**src/rtl/imem_fetch_ctrl.sv**
```systemverilog
// Instruction fetch sequencer: owns the byte PC, drives a word-indexed combinational
// instruction memory and buffers fetched words in a 2-entry queue toward decode.
module imem_fetch_ctrl #(
    parameter logic [31:0] RESET_PC    = 32'h0000_0000,
    parameter int          DEPTH       = 1024,
    parameter int          BOOT_CYCLES = 2
) (
    input  logic        clk,
    input  logic        rst,
    output logic [31:0] imem_addr_o,
    input  logic [31:0] imem_rd_i,
    output logic [31:0] instr_o,
    output logic [31:0] pc_o,
    output logic        valid_o,
    input  logic        ready_i,
    input  logic        redirect_i,
    input  logic [31:0] redirect_pc_i,
    input  logic        halt_i,
    input  logic        resume_i,
    output logic        fault_o,
    output logic [1:0]  state_o
);

    typedef enum logic [1:0] {
        ST_BOOT  = 2'b00,
        ST_RUN   = 2'b01,
        ST_HALT  = 2'b10,
        ST_FAULT = 2'b11
    } state_t;

    localparam logic [31:0] LAST_PC   = 32'(DEPTH * 4 - 4);
    localparam logic [31:0] BOOT_LAST = 32'(BOOT_CYCLES - 1);

    state_t      state_r, state_s;
    logic [31:0] pc_r, pc_s;
    logic [31:0] boot_cnt_r, boot_cnt_s;
    logic [1:0]  cnt_r, cnt_s;
    logic [31:0] head_instr_r, head_instr_s;
    logic [31:0] head_pc_r, head_pc_s;
    logic [31:0] tail_instr_r, tail_instr_s;
    logic [31:0] tail_pc_r, tail_pc_s;
    logic        valid_r, valid_s;
    logic        fault_r, fault_s;
    logic        pop_s;
    logic        push_s;
    logic        flush_s;
    logic        fetch_ok_s;
    logic        redirect_bad_s;

    assign imem_addr_o = {2'b00, pc_r[31:2]};
    assign instr_o     = head_instr_r;
    assign pc_o        = head_pc_r;
    assign valid_o     = valid_r;
    assign fault_o     = fault_r;
    assign state_o     = state_r;

    // Next-state and PC sequencing; halt outranks redirect, redirect outranks fetch.
    always_comb begin
        state_s        = state_r;
        pc_s           = pc_r;
        boot_cnt_s     = boot_cnt_r;
        push_s         = 1'b0;
        flush_s        = 1'b0;
        pop_s          = valid_r && ready_i;
        fetch_ok_s     = (cnt_r < 2'd2) || pop_s;
        redirect_bad_s = (redirect_pc_i[1:0] != 2'b00) || (redirect_pc_i > LAST_PC);
        case (state_r)
            ST_BOOT: begin
                boot_cnt_s = boot_cnt_r + 32'd1;
                if (boot_cnt_r >= BOOT_LAST) begin
                    state_s = ST_RUN;
                end else begin
                    state_s = ST_BOOT;
                end
            end
            ST_RUN: begin
                if (halt_i) begin
                    state_s = ST_HALT;
                end else if (redirect_i) begin
                    flush_s = 1'b1;
                    if (redirect_bad_s) begin
                        state_s = ST_FAULT;
                    end else begin
                        pc_s = redirect_pc_i;
                    end
                end else if (fetch_ok_s) begin
                    // Sequential run-off past the last word is a fault, not a fetch.
                    if (pc_r > LAST_PC) begin
                        state_s = ST_FAULT;
                        flush_s = 1'b1;
                    end else begin
                        push_s = 1'b1;
                        pc_s   = pc_r + 32'd4;
                    end
                end else begin
                    state_s = ST_RUN;
                end
            end
            ST_HALT: begin
                if (resume_i && !halt_i) begin
                    state_s = ST_RUN;
                end else begin
                    state_s = ST_HALT;
                end
            end
            ST_FAULT: begin
                flush_s = 1'b1;
            end
            default: begin
                state_s = ST_FAULT;
                flush_s = 1'b1;
            end
        endcase
    end

    // Queue bookkeeping; head registers keep their last contents when the queue empties.
    always_comb begin
        cnt_s        = cnt_r;
        head_instr_s = head_instr_r;
        head_pc_s    = head_pc_r;
        tail_instr_s = tail_instr_r;
        tail_pc_s    = tail_pc_r;
        if (flush_s) begin
            cnt_s = 2'd0;
        end else begin
            case ({push_s, pop_s})
                2'b10: begin
                    if (cnt_r == 2'd0) begin
                        head_instr_s = imem_rd_i;
                        head_pc_s    = pc_r;
                        cnt_s        = 2'd1;
                    end else begin
                        tail_instr_s = imem_rd_i;
                        tail_pc_s    = pc_r;
                        cnt_s        = 2'd2;
                    end
                end
                2'b01: begin
                    if (cnt_r == 2'd2) begin
                        head_instr_s = tail_instr_r;
                        head_pc_s    = tail_pc_r;
                    end else begin
                        head_instr_s = head_instr_r;
                    end
                    cnt_s = cnt_r - 2'd1;
                end
                2'b11: begin
                    if (cnt_r == 2'd1) begin
                        head_instr_s = imem_rd_i;
                        head_pc_s    = pc_r;
                    end else begin
                        head_instr_s = tail_instr_r;
                        head_pc_s    = tail_pc_r;
                        tail_instr_s = imem_rd_i;
                        tail_pc_s    = pc_r;
                    end
                end
                default: begin
                    cnt_s = cnt_r;
                end
            endcase
        end
        valid_s = (cnt_s != 2'd0);
        fault_s = (state_s == ST_FAULT);
    end

    // State, PC and queue registers.
    always_ff @(posedge clk or posedge rst) begin
        if (rst) begin
            state_r      <= ST_BOOT;
            pc_r         <= RESET_PC;
            boot_cnt_r   <= 32'd0;
            cnt_r        <= 2'd0;
            head_instr_r <= 32'd0;
            head_pc_r    <= 32'd0;
            tail_instr_r <= 32'd0;
            tail_pc_r    <= 32'd0;
            valid_r      <= 1'b0;
            fault_r      <= 1'b0;
        end else begin
            state_r      <= state_s;
            pc_r         <= pc_s;
            boot_cnt_r   <= boot_cnt_s;
            cnt_r        <= cnt_s;
            head_instr_r <= head_instr_s;
            head_pc_r    <= head_pc_s;
            tail_instr_r <= tail_instr_s;
            tail_pc_r    <= tail_pc_s;
            valid_r      <= valid_s;
            fault_r      <= fault_s;
        end
    end

endmodule

```
**config.mk**
```make
export PLATFORM = sky130hd
export DESIGN_NAME = imem_fetch_ctrl
export DESIGN_NICKNAME = d
export VERILOG_FILES = /design/src/rtl/imem_fetch_ctrl.sv
export SDC_FILE = /design/constraint.sdc
export NUM_CORES = 1
export LEC_CHECK = 0
export BUFFER_PORTS_ARGS = -buffer_cell sky130_fd_sc_hd__buf_2
export CORE_MARGIN = 10
export CORE_UTILIZATION = 30
export DETAILED_ROUTE_END_ITERATION = 7
export PLACE_DENSITY = 0.52
export SLEW_MARGIN = 20
export SYNTH_ARGS = -nofsm -noshare
export SYNTH_HDL_FRONTEND = slang
export SYNTH_SLANG_ARGS = --single-unit
export TNS_END_PERCENT = 20
```
**constraint.sdc**
```tcl
create_clock -name clk -period 9.2 [get_ports clk]
set_input_delay 0.46 -clock clk [delete_from_list [all_inputs] [get_ports clk]]
set_output_delay 0.46 -clock clk [all_outputs]
set_load 0.005 [all_outputs]
```
# After elaboration in Yosys (flattened, before gate mapping)
# Cells that the tools add are included.
classes:
  n_addsub: 3
  multipliers: 0
  div: 0
  n_lt_le_gt_ge: 4
  n_eq_ne: 15
  shifts: 0
  n_mux: 39
  bitwise_logic: 2
  n_reduce_logical: 15
ops:
  columns: ["operator", "n"]
  rows:
  - ["32-bit two-way mux", 14]
  - ["32-bit case mux with 3 select lines", 2]
  - ["32-bit case mux with 2 select lines", 2]
  - ["32-bit by 12-bit greater-than comparator with 1-bit output, second input constant", 2]
  - ["32-bit by 1-bit adder with 32-bit output, second input constant", 1]
  - ["32-bit by 3-bit adder with 32-bit output, second input constant", 1]
  - ["32-bit by 1-bit greater-or-equal comparator with 1-bit output, second input constant", 1]
  - ["2-bit two-way mux", 8]
  - ["2-bit == test, second input constant", 6]
  - ["2-bit inequality test, second input constant", 6]
  - ["1-bit two-way mux", 10]
  - ["4-bit AND reduction", 2]
  - ["2-bit nonzero test", 4]
  - ["2-bit by 1-bit == test with 1-bit output, second input constant", 3]
  - ["2-bit case mux with 3 select lines", 1]
  - ["5-bit AND reduction", 1]
  - ["2-bit zero test", 2]
  - ["2-bit case mux with 2 select lines", 1]
  - ["3-bit nonzero test", 1]
  - ["1-bit logical AND", 2]
  - ["1-bit logical OR", 2]
  - ["2-bit < comparator, second input constant", 1]
  - ["1-bit inverter", 2]
  - ["1-bit case mux with 2 select lines", 1]
  - ["2 further kinds", 2]
totals:
  regBits: 198
  latchBits: 0
  ram_bits: 0
  mem_bits_ro: 0
  inputBits: 70
  mem_count: 0

# Longest topological paths before layout
logic_depth:
  depth_word: 10
  mapped_depth: 12

# Worst setup path before layout
# No wires, ideal clock.
synth_timing:
  path_type: "input port to flip-flop"
  start: "input port redirect_i"
  end: "register head_instr_r[10] (netlist: instr_o[10])"
  setup_ps: 128
  arrival_ps: 2975
  t_required_ps: 9072
  slack_ps: 6098
  path_stages: 12
  path_buffers: 4
  path_cell_list: "clkbuf_1 > nor3_1 > nand4_1 > or4_1 > buf_4 > buf_2 > ha_1 > nor2b_1 > nor3_1 > nand3_2 > buf_2 > mux2_1"
synth_between:
  elab_chain_len: 6
  elab_cells_between_ends: 15
  cone_classes: "eq/ne: 5; mux: 7; bitwise: 1; reduce/logical: 2"
synth_lines:
  columns: ["element", "line_no", "rtl"]
  rows:
  - ["start, declared", "16", "input logic redirect_i,"]
  - ["1-bit two-way mux", "79", "end else if (redirect_i) begin"]
  - ["1-bit two-way mux", "77", "if (halt_i) begin"]
  - ["1-bit two-way mux", "67", "case (state_r)"]
  - ["2-bit by 1-bit == test with 1-bit output or 2-bit == test (tied branches)", "126", "case ({push_s, pop_s})"]
  - ["2-bit inequality test (no source line) or 3-bit nonzero test (tied branches)", null, null]
  - ["4-bit AND reduction (no source line)", null, null]
  - ["end signal, assigned", "185", "head_instr_r <= head_instr_s;"]
  - ["end, declared", "38", "logic [31:0] head_instr_r, head_instr_s;"]
# Parallel ways exist; a longest one is shown, timed or not.
# A chain may end at the register's enable or synchronous reset.

# Worst setup path in the final report
layout_timing:
  start: "register pc_r[2]"
  end: "register head_instr_r[21] (netlist: instr_o[21])"
layout_between:
  elab_chain_len: 9
  elab_cells_between_ends: 20
  cone_classes: "order compare: 1; eq/ne: 5; mux: 11; bitwise: 1; reduce/logical: 2"
layout_lines:
  columns: ["element", "line_no", "rtl"]
  rows:
  - ["start, declared", "35", "logic [31:0] pc_r, pc_s;"]
  - ["start signal, assigned", "182", "pc_r <= pc_s;"]
  - ["32-bit by 12-bit greater-than comparator with 1-bit output *", "88", "if (pc_r > LAST_PC) begin"]
  - ["1-bit two-way mux", "88", null]
  - ["1-bit two-way mux", "86", "end else if (fetch_ok_s) begin"]
  - ["1-bit two-way mux", "79", null]
  - ["1-bit two-way mux", "77", null]
  - ["1-bit two-way mux", "67", null]
  - ["2-bit by 1-bit == test with 1-bit output or 2-bit == test (tied branches)", "126", null]
  - ["2-bit inequality test (no source line) or 3-bit nonzero test (tied branches)", null, null]
  - ["4-bit AND reduction (no source line)", null, null]
# Every way passes the cells marked *; elsewhere a longest branch is shown, timed or not.

==> impl_metrics.json <==
{
  "status": "complete, no violations",
  "hpwl_mm": 15.74,
  "synth_top_cell_by_area": "dfrtp_1",
  "portBuffers": 167,
  "floorplan.io_pins": 170,
  "globalRouteTotalUtil_pct": 12.25,
  "multi_input_comb_area_sq_um": 3659,
  "groute.layer.met3.usage_pct": 3.008,
  "core.rowCount": 63,
  "die_height_um": 193.6,
  "wl_per_cell_um": 18.50,
  "power_per_cell_area_nw_per_um2": 161.7,
  "via_count_of_the_first_global_routing_pass": 6297,
  "timing.critical_path.arrival_ps": 4820,
  "detail_route.first_pass.iterations": 4,
  "globalRouteMet1Util_pct": 16.13,
  "drt.antenna.violating_nets": 0,
  "synth_top_cell_area_share_pct": 54.81,
  "hold_path.class": "input pin to async pin",
  "seq_area_frac_synth_pct": 54.81,
  "met2_usage_pct": 19.61,
  "vias": 6106,
  "clock_sink_count": 198,
  "remaining_drc_errors": 0,
  "synth_cell_types": 48,
  "tritoncts.num_buffers": 17,
  "routability_congestion": 0.7537,
  "timing.critical_path.cells": "ha_1 > nand4_1 > nor4_2 > or4_1 > inv_2 > ha_1 > nor2b_1 > nor3_1 > nand3_4 > mux2_1",
  "grt.overflow.total": 0,
  "clockRootBuffer": "clkbuf_16",
  "p_leak_uw": 0.005516,
  "timing.hold.ws_ps": 180.1,
  "worst_slew_margin_rel_pct": 33.33,
  "register_area_sq_um": 4955,
  "clock_insertion_delay_worst_skew_ps": 440,
  "final_common_cell": "dfrtp_1",
  "grt_setup_unrepaired": "false",
  "grt_max_degree": 125,
  "ys_top_cells_by_area": "dfrtp_1, mux2_2, a22o_1, buf_4, xnor2_1",
  "req_time_crit_path_ps": 9520,
  "synthArstFlopShare_pct": 100.0,
  "slew_at_the_pin_closest_to_its_max_slew_limit_ps": 1000,
  "setup_viol": 0,
  "syn_inst_count": 721,
  "initial_standard_cell_utilization_of_the_core_pct": 30.42,
  "critical_path.max_fanout": 64,
  "synthesis.yosys.warnings": 0,
  "fin_nets": 927,
  "synth-edff-count": 0,
  "grt_antenna_before_repair": 0,
  "hold_viol": 0,
  "cts.reportedPaths.clkPinSlew_ps": 80,
  "cts-root-to-sink-buffers": 2,
  "slowest_stage": "nand3_4",
  "ir_worst_vdd_v": 0.00009673,
  "critical_path_class": "register to register",
  "design_power_total_uw": 1725,
  "critPathMaxStageDelay_ps": 770,
  "slew_viol_final": 0,
  "setup_total_negative_slack_ps": 0,
  "cell_with_the_most_instances_on_the_worst_path": "ha_1",
  "finalInstanceArea_sq_um": 10670,
  "timing.max_cap.violations": 0,
  "cts_tree": "yes",
  "syn-mean-instance-area_sq_um": 12.54,
  "final_period_minus_worst_setup_slack_ps": 4501,
  "post_cts.repair.setup_buffers": 0,
  "most_frequent_cells_in_the_layout": "dfrtp_1, buf_2, mux2_2, a22o_1, xnor2_1",
  "diodes": 0,
  "die-width_um": 193.6,
  "ys_seq_elements": 198,
  "global_route.peak_usage_layer": "met2",
  "initialDrtViolationCount": 303,
  "cts.hold.buffers_added": 0,
  "fillCellCount": 2947,
  "r2r_setup_slack_ps": 4700,
  "drive_gt1_share_pct": 37.60,
  "synth_area_sq_um": 9040,
  "htree_levels": 4,
  "f_max_ghz": 0.2222,
  "cell_area_reported_after_detailed_placement_sq_um": 10020,
  "grt_first_pass_wirelength_mm": 36.90,
  "final.period_utilization_pct": 48.92,
  "post_cts_resize_count": 0,
  "postSynth.topFlopCell": "dfrtp_1",
  "routed_wl_mm": 23.10,
  "timing.clock.skew_ps": 19.61,
  "core_ar_sq_um": 29720,
  "critical_path.endpoint_type": "register",
  "vias_per_cell": 4.889,
  "finalCoreUtilization_pct": 35.90,
  "critPathLaunchType": "register",
  "area.growth.synth_to_final_pct": 18.01,
  "die_area_sq_um": 37480
}
==> state kept, by name, summed over array words and instances, names as in the netlist <==
register,count
boot_cnt_r,32
cnt_r,2
fault_o,1
instr_o,32
pc_o,32
pc_r,32
state_o,2
tail_instr_r,32
tail_pc_r,32
valid_o,1
==> critical path: cells and delay by family (launching register included) <==
family | cells | cell delay [ps]
flip-flops | 1 | 450
buffers and inverters | 1 | 180
AND/OR/NAND/NOR | 6 | 2560
adder cells (fa/ha/maj) | 2 | 520
multiplexers | 1 | 630
==> where the power goes <==
group	internal, uW	total, uW	switching (uW)
Sequential	870	870	0.486
Combinational	20.2	52.7	32.6
Clock	402	802	400
Total	1290	1720	433
==> cell families after synthesis <==
family	count (synthesis)	share of synthesized area, %
adder cells (fa/ha/maj)	11	1.522
AO/OA/AOI/OAI	115	9.882
buffers and inverters	79	5.010
multiplexers	131	16.29
XOR/XNOR	31	3.003
flip-flops	198	54.81
other	1	0.04148
AND/OR/NAND/NOR	155	9.439
==> cell usage after synthesis (all sizes together) (4+ instances only) <==
cell     instances
dfrtp          198
mux2           129
a22o            64
buf             46
nand2           27
xnor2           26
nor2            24
nand3           22
clkbuf          20
a21oi           19
and3            19
nor4            16
inv             13
nand4           13
ha              11
and2            10
o21ai           10
nor3             7
nor2b            5
xor2             5
a2bb2oi          4
and4             4
==> cell type report <==
type | count | share of cell area [%]
tap | 390 | 4.574
timing repair buffer | 171 | 8.116
multi-input combinational | 445 | 34.30
clock buffer | 17 | 3.988
inverter | 13 | 0.5278
clock inverter | 15 | 2.053
sequential | 198 | 46.45
==> metal layers <==
metal  part of all wire [%]  vias up  routed length [um]
met2                     48      107               10990
met5                      0        -                   0
li1                       -     2855                   -
met4                    1.3        0                 290
met1                     46     3123               10740
met3                    4.7       21                1078
==> worst paths after layout <==
kind                                     start                to  depth (start not counted)
worst max-delay path                   pc_r[2]       instr_o[21]                         10
worst min-delay path                       rst           fault_o                          2
worst max register to register         pc_r[2]       instr_o[21]                         10
worst min register to register  boot_cnt_r[31]    boot_cnt_r[31]                          1
max in group asynchronous                  rst           pc_r[9]                          3
min in group clk                 imem_rd_i[11]  tail_instr_r[11]                          2
==> stage by stage <==
step | cells | setup slack, ps
4_1_cts | 1249 | 4614
6_report | 1249 | 4699
3_3_place_gp | 1217 | 4685
3_5_place_dp | 1217 | 4634
5_1_grt | 1249 | 4291
2_1_floorplan | 722 | 3343
No activity file was read; power rests on OpenSTA's default activity.
